File: src/rtl/fifo_drain_ctrl.sv
// Read-side FIFO drain controller: credit-limited reads into a 2-entry skid buffer.
// Define FIFO_DRAIN_STATS_EN to implement the delivered-word counter (rd_count).
module fifo_drain_ctrl #(
   parameter int FIFO_WIDTH = 16,
   parameter int CNT_WIDTH  = 16
) (
   input  logic                  clk,
   input  logic                  rst_n,
   input  logic                  enable,
   input  logic [FIFO_WIDTH-1:0] fifo_data_out,
   input  logic                  fifo_empty,
   input  logic                  fifo_underflow,
   output logic                  fifo_rd_en,
   output logic [FIFO_WIDTH-1:0] m_data,
   output logic                  m_valid,
   input  logic                  m_ready,
   output logic                  underflow_err,
   output logic [CNT_WIDTH-1:0]  rd_count
);

   typedef enum logic [1:0] {
      EMPTY = 2'd0,
      ONE   = 2'd1,
      TWO   = 2'd2
   } occ_e;

   occ_e                  occ_q, occ_d;
   logic                  inflight_q;
   logic                  err_q;
   logic [FIFO_WIDTH-1:0] head_q, head_d;
   logic [FIFO_WIDTH-1:0] tail_q, tail_d;
   logic                  pop, push, discard;
   logic [2:0]            credit;

   assign m_valid = (occ_q != EMPTY);
   assign m_data  = head_q;
   assign pop     = m_valid && m_ready;
   assign push    = inflight_q && !fifo_underflow;
   assign discard = inflight_q && fifo_underflow;

   // Words already owned (buffered + in flight) after this cycle's pop.
   assign credit = {1'b0, occ_q} + {2'b00, inflight_q} - {2'b00, pop};

   assign fifo_rd_en = rst_n && enable && !fifo_empty && (credit < 3'd2);

   always_comb begin
      occ_d  = occ_q;
      head_d = head_q;
      tail_d = tail_q;
      unique case (occ_q)
         EMPTY: begin
            if (push) begin
               head_d = fifo_data_out;
               occ_d  = ONE;
            end
         end
         ONE: begin
            if (push && pop) begin
               head_d = fifo_data_out;
            end else if (push) begin
               tail_d = fifo_data_out;
               occ_d  = TWO;
            end else if (pop) begin
               occ_d = EMPTY;
            end
         end
         TWO: begin
            if (pop) begin
               head_d = tail_q;
               occ_d  = ONE;
            end
         end
         default: occ_d = EMPTY;
      endcase
   end

   always_ff @(posedge clk or negedge rst_n) begin
      if (!rst_n) begin
         occ_q      <= EMPTY;
         inflight_q <= 1'b0;
         head_q     <= '0;
         tail_q     <= '0;
         err_q      <= 1'b0;
      end else begin
         occ_q      <= occ_d;
         inflight_q <= fifo_rd_en;
         head_q     <= head_d;
         tail_q     <= tail_d;
         if (discard) err_q <= 1'b1;
      end
   end

   assign underflow_err = err_q;

`ifdef FIFO_DRAIN_STATS_EN
   logic [CNT_WIDTH-1:0] cnt_q;

   always_ff @(posedge clk or negedge rst_n) begin
      if (!rst_n) begin
         cnt_q <= '0;
      end else if (pop) begin
         cnt_q <= cnt_q + CNT_WIDTH'(1);
      end
   end

   assign rd_count = cnt_q;
`else
   assign rd_count = '0;
`endif

   // The credit limit must keep a landing word from ever meeting a full buffer.
   a_no_push_full: assert property (
      @(posedge clk) disable iff (!rst_n) !(push && occ_q == TWO)
   );

endmodule

File: config.mk
export PLATFORM = sky130hd
export DESIGN_NAME = fifo_drain_ctrl
export DESIGN_NICKNAME = d
export VERILOG_FILES = /design/src/rtl/fifo_drain_ctrl.sv
export SDC_FILE = /design/constraint.sdc
export NUM_CORES = 1
export LEC_CHECK = 0
export ABC_AREA = 0
export ABC_CLOCK_PERIOD_IN_PS = 1900
export CORE_MARGIN = 2
export CORE_UTILIZATION = 35
export CTS_CLUSTER_SIZE = 24
export DETAILED_ROUTE_END_ITERATION = 8
export MAX_ROUTING_LAYER = met4
export PLACE_DENSITY = 0.65
export RECOVER_POWER = 50
export SYNTH_ARGS = -nofsm -noshare
export SYNTH_HDL_FRONTEND = slang
export SYNTH_SLANG_ARGS = --single-unit
File: constraint.sdc
create_clock -name clk -period 1.9 [get_ports clk]
set_clock_uncertainty 0.1 [all_clocks]
set_input_delay 0.19 -clock clk [delete_from_list [all_inputs] [get_ports clk]]
set_output_delay 0.19 -clock clk [all_outputs]
set_load 0.01 [all_outputs]
### Word-level counts from Yosys, hierarchy flattened

Cells that the tools add are included.

| storage, ports and cells | value |
|---|---|
| bits in registers | 36 |
| input port bits | 22 |

| operators by class | value |
|---|---|
| add/subtract/negate cells | 2 |
| order comparisons | 1 |
| equal/unequal tests | 7 |
| mux-type cells | 10 |
| bitwise logic cells | 1 |
| reduce and logical (&&, ||, !) cells | 15 |

Operators with widths:

| cell | count |
|---|---|
| 16-bit two-way mux | 3 |
| 16-bit case mux with 3 select lines | 1 |
| 2-bit two-way mux | 5 |
| 2-bit != test (second input constant) | 4 |
| 4-bit AND reduction | 2 |
| 1-bit logical AND | 7 |
| 2-bit case mux with 3 select lines | 1 |
| 2-bit by 1-bit adder with 3-bit output | 1 |
| 3-bit by 2-bit less-than comparator with 1-bit output (second input constant) | 1 |
| 3-bit != test (second input constant) | 1 |
| 3-bit AND reduction | 1 |
| 3-bit nonzero test | 1 |
| 3-bit by 1-bit subtractor with 3-bit output | 1 |
| 2-bit by 1-bit equality test with 1-bit output (second input constant) | 1 |
| 2-bit equality test (second input constant) | 1 |
| 1-bit logical NOT | 2 |
| 2-bit logical NOT | 1 |
| 2-bit nonzero test | 1 |
| 1-bit inverter | 1 |

### Depth between registers and ports, before layout

Gate-level depths: netlist (run 1).

| depth | value |
|---|---|
| depth in word-level cells | 6 |
| gate-level depth with buffers | 5 |
| mapped depth without buffers | 5 |

### Worst setup path before layout (run 1)

Ideal clock, no wire load.

| timing | value |
|---|---|
| path kind | flip-flop to output port |
| start | register occ_q[1] |
| end | output port fifo_rd_en |
| data arrival time | 1.761 ns |
| required time | 1.610 ns |
| setup slack | -0.151 ns |
| stages on the path, launching flop included | 6 |
| buffers on the path | 0 |
| cell sequence | dfrtp_1 or2_2 and3b_1 fa_1 nand4b_1 nor2_1 |

| between the ends | value |
|---|---|
| longest elaborated chain between the ends | 5 |
| elaborated cells on any way between the ends | 6 |
| classes of those cells | add/sub: 2; order compare: 1; reduce/logical: 3 |

Ends and longest elaborated chain:

| element | RTL line | RTL |
|---|---|---|
| from (decl) | 27 | `occ_e occ_q, occ_d;` |
| from (signal assigned) | 79 | `occ_q <= EMPTY;` |
| from (signal assigned) | 85 | `occ_q <= occ_d;` |
| 2-bit nonzero test | 35 | `assign m_valid = (occ_q != EMPTY);` |
| net m_valid | 15 | `output logic m_valid,` |
| 1-bit logical AND | 37 | `assign pop = m_valid && m_ready;` |
| 3-bit by 1-bit subtractor with 3-bit output | 42 | `assign credit = {1'b0, occ_q} + {2'b00, inflight_q} - {2'b00, pop};` |
| 3-bit by 2-bit less-than comparator with 1-bit output | 44 | `assign fifo_rd_en = rst_n && enable && !fifo_empty && (credit < 3'd2);` |
| 1-bit logical AND | 44 |  |
| to (decl) | 13 | `output logic fifo_rd_en,` |

The timed path passes the listed nets, and every way through them passes these cells.

### Worst setup path in the final report (run 1)

| timing | value |
|---|---|
| start | register occ_q[1] |
| end | output port fifo_rd_en |

| between the ends | value |
|---|---|
| longest elaborated chain between the ends | 5 |
| elaborated cells on any way between the ends | 6 |
| classes of those cells | add/sub: 2; order compare: 1; reduce/logical: 3 |

Ends and longest elaborated chain:

| element | RTL line |
|---|---|
| branches (longest 2 deep; another with 2-bit by 1-bit adder with 3-bit output) | n/a |
| 3-bit by 1-bit subtractor with 3-bit output (*) | 42 |
| 3-bit by 2-bit less-than comparator with 1-bit output (*) | 44 |
| 1-bit logical AND (*) | 44 |

Every way passes the cells marked *.

==> run summary, run 1 <==
The flow ran to the end, but the final reports show violations. The checks that failed: setup timing. The cell sitting at the root of the clock tree is a clkbuf_8. Compared with the post-synthesis result, the final layout area differs by 31.1%.

The antenna diode count was 0; the clock period minus final worst setup slack was 2.24 ns. The end of the worst register-to-register path is m_data[14]$_DFFE_PN0P_. The average instance in the mapped netlist occupies 14.2 µm². The register area share after synthesis is 49.7%, and the final design area excluding fillers is 0.00238 mm². Row generation in the floorplan step produced 26 rows. Setup violations remaining at the end of the flow were counted as 10. The worst pin sits at a relative slew slack of 40.9%. The tools report the setup slack after layout as -0.345 ns.

The number of buffers created by CTS is 5. TritonCTS built the clock tree. The beginning of the critical path is occ_q[1]$_DFFE_PN0P_. The met3 layer wire length in the routed design is 179 µm, and the static leakage is 1.11 nW. The setup slack on the worst flop-to-flop path was -0.22 ns; the routed length on met2 was 1770 µm. In this run the cell area measured after placement is 0.00228 mm². In the final routed layout, each cell accounts on average for 13.8 µm. Measured along the x axis, the die boundary spans 76.0 µm. The library cells used most frequently in the layout, excluding fill and tap cells, are 35 x dfrtp_1, 32 x clkdlybuf4s50_1, 31 x mux2_2. The number of different library cells used by synthesis comes to 25. The initial utilization of the core area, before any placement, comes to 36.0%. Summed over all nets, the half-perimeter wirelength after detailed placement is 2550 µm.

The logs give 1,248 for the number of global-route vias before repair and 0.470 mV for the peak supply drop. The register share of total power came out at 46.0%. The logs give 0 for the number of antenna violations at the first check in global routing and 40 for the initial DRC count. The internal power of the cells totals 0.00167 W.

In this run switching power makes up 26.7% of total power. The number of hold violations in the final report was 0; the number of port buffers was 40. The total overflow reported by the global router is 0, and the worst-case hold slack is 0.363 ns.

The number of max-slew violations in the final report came out at 0. The tools report the synthesized cell area as 0.00181 mm². The net count of the finished layout is 204. Across the run, the number of max-cap violations was 0.

The library cell used most frequently in the layout, excluding fill and tap cells, is dfrtp_1. Of the post-synthesis cell area, the dominant cell type holds 49.7%. Yosys mapped a number of flops with a built-in enable equal to 0. The logs give 37 for the maximum number of pins on one net before global-route repair and 0.00577 mm² for the full die area. By area the synthesized netlist is led by dfrtp_1 50%, mux2_2 19%, mux2_4 8.3%. Across every metal layer, demand over resource in global routing totals 13.6%.

Setup repair after global routing could not meet its margin everywhere. The vertical die dimension was 76.0 µm; the peak clock frequency supported by timing was 446 MHz. The tools report the capturing instance or port of the critical path as fifo_rd_en. In the final routing, the length of wire on met1 measures 1480 µm. The share of total power in the clock network was 22.9%; the fraction of final layout cells with drive strength greater than 1 was 35.7%. The run gives 0 as the buffer count from post-CTS setup fixing. The path depth of the worst reg2reg path is 5, and the maximum fanout count along the critical path is 2. Synthesis handed over a netlist of 128 instances. Total power for the finished layout comes to 0.00227 W. Per report_power, the combinational group accounts for 31.1% of the total. At the pin with the least slew margin, the transition time is 0.886 ns. The tools report the worst-skew pair later-pin latency as 0.29 ns. The count of state elements after synthesis is 36, and the boundary pin count is 57.

The biggest area contributor in the post-synthesis netlist is dfrtp_1. The data arrival time of the critical path is 1.95 ns. For this run, the leading register cell type out of synthesis is dfrtp_1. The number of vias after detailed routing came out at 1,125. The worst min-delay path category was register to register.

The power per cell area came out at 956 mW/mm². The worst register-to-register path begins at occ_q[1]$_DFFE_PN0P_. The core outline area was 0.00504 mm². The capturing element type of the critical path was a primary output. The fraction of the cycle the final worst path needs came out at 118%. Clock-pin slew was measured on the worst setup and hold paths at 0.08 ns.

Once layout is complete, the utilization of the core stands at 47.1%. For this run, design rule violations remaining after detail routing come to 0. The number of warning messages in the yosys log was 0; the switching component of the power was 0.000606 W. The data required time at the worst endpoint is 1.61 ns, and the level count of the clock H-tree is 2. The type of origin of the critical path was a register. The kind of critical path was register to primary output. Routed wire length: 3470 µm. The longest clock path from root to sink contains 2 buffers.

The first TritonRoute pass finished after 2 iterations. The highest layer touched by signal routing is met4. In the synthesized netlist the async set-or-reset flop fraction comes to 100%.

The post-route antenna net violation count came out at 0. The final weighted congestion in routability-driven placement is 0.717, and the number of clock sinks is 36. The wire length of the first global-routing pass came out at 6110 µm. Dividing the detail-routed via count by the number of cells gives 4.46.
state kept, by name, summed over array words and instances, names as in the netlist:
register and cells:
tail_q 16, occ_q 2, inflight_q 1, underflow_err 1, m_data 16
cell usage after synthesis (all sizes together) (2+ instances only):
| master | instances |
|---|---|
| buf | 21 |
| xor2 | 2 |
| nor2b | 2 |
| nand2 | 2 |
| dfrtp | 36 |
| and3b | 2 |
| mux2 | 48 |
| nor2 | 3 |
how the worst min path moves through the flow:
stage | startpoint | end | slack, ns | cells past startpoint
6_report | underflow_err$_DFFE_PN0P_ | underflow_err$_DFFE_PN0P_ | 0.36 | 1
5_1_grt | enable | inflight_q$_DFF_PN0_ | 0.38 | 3
4_1_cts | underflow_err$_DFFE_PN0P_ | underflow_err$_DFFE_PN0P_ | 0.37 | 1
3_5_place_dp | rst_n | tail_q[14]$_DFFE_PN0P_ | 0.24 | 2
3_3_place_gp | rst_n | occ_q[0]$_DFFE_PN0P_ | 0.23 | 2
2_1_floorplan | rst_n | inflight_q$_DFF_PN0_ | -0.21 | 0
power by group through the flow:
| stage | clock network [W] | logic [W] | registers [W] |
|---|---|---|---|
| 6_report | 0.000520 | 0.000707 | 0.00105 |
| 5_1_grt | 0.000582 | 0.000756 | 0.00107 |
| 4_1_cts | 0.000537 | 0.000733 | 0.00105 |
| 3_5_place_dp | 0 | 0.000727 | 0.00106 |
| 3_3_place_gp | 0 | 0.000715 | 0.00105 |
| 2_1_floorplan | 0 | 0.000287 | 0.00111 |
area by class of cell:
type | instances | area, µm²
fill | 480 | 2670
sequential | 36 | 902
multi-input combinational | 86 | 826
timing repair buffer | 52 | 480
tap | 70 | 87.6
clock buffer | 7 | 76.3
clock inverter | 1 | 5.00
critical path: stages, from the launching register on:
cell and delay, ns:
dfrtp_2 0.41, or2_4 0.25, and3b_1 0.17, fa_1 0.48, nand4b_1 0.12, nor2_2 0.11, buf_2 0.14
logic make-up (layout without fill, tap and decap cells):
group / count (synthesis) / after routing / share of synthesized area [%]
DFF: 36 / 36 / 49.7
buffers and inverters: 21 / 60 / 8.97
muxes: 49 / 49 / 32.4
xor gates and xnor gates: 2 / 2 / 0.966
and+or+nand+nor: 14 / 14 / 5.18
AOI/OAI and AO/OA: 4 / 4 / 1.45
adders and majority gates: 1 / 1 / 1.10
other: 1 / 16 / 0.207
timing repair:
action / CTS / global route
endpoints found under the hold margin: 36 / 0
gates resized for setup: 5 / 2
endpoints found under the setup margin: 16 / 17
hold buffers: 1 / 0
layer usage:
| metal | global-route usage, % | vias up |
|---|---|---|
| met1 | 16.3 | 565 |
| li1 | - | 517 |
| met3 | 4.38 | 5 |
| met2 | 22.3 | 38 |
| met4 | 3.82 | 0 |
| met5 | - | - |
per-stage QoR:
| stage | cells | worst slack, ns | TNS, ns |
|---|---|---|---|
| floorplan | 143 | 0.00437 | 0 |
| global placement | 243 | -0.627 | -1.93 |
| detailed placement | 243 | -0.613 | -2.44 |
| CTS | 252 | -0.370 | -0.370 |
| global route | 252 | -0.461 | -3.25 |
| finish | 252 | -0.345 | -2.14 |
Power figures use the tool's default switching activity.
==> inputs of run 2 (changes only) <==
--- a/config.mk
+++ b/config.mk
@@ -7,6 +7,7 @@
 export LEC_CHECK = 0
 export ABC_AREA = 0
 export ABC_CLOCK_PERIOD_IN_PS = 1900
+export CAP_MARGIN = 5
 export CORE_MARGIN = 2
 export CORE_UTILIZATION = 35
 export CTS_CLUSTER_SIZE = 24
==> results of run 2 <==
The final DEF is identical to that of run 1; final timing and power are the same.
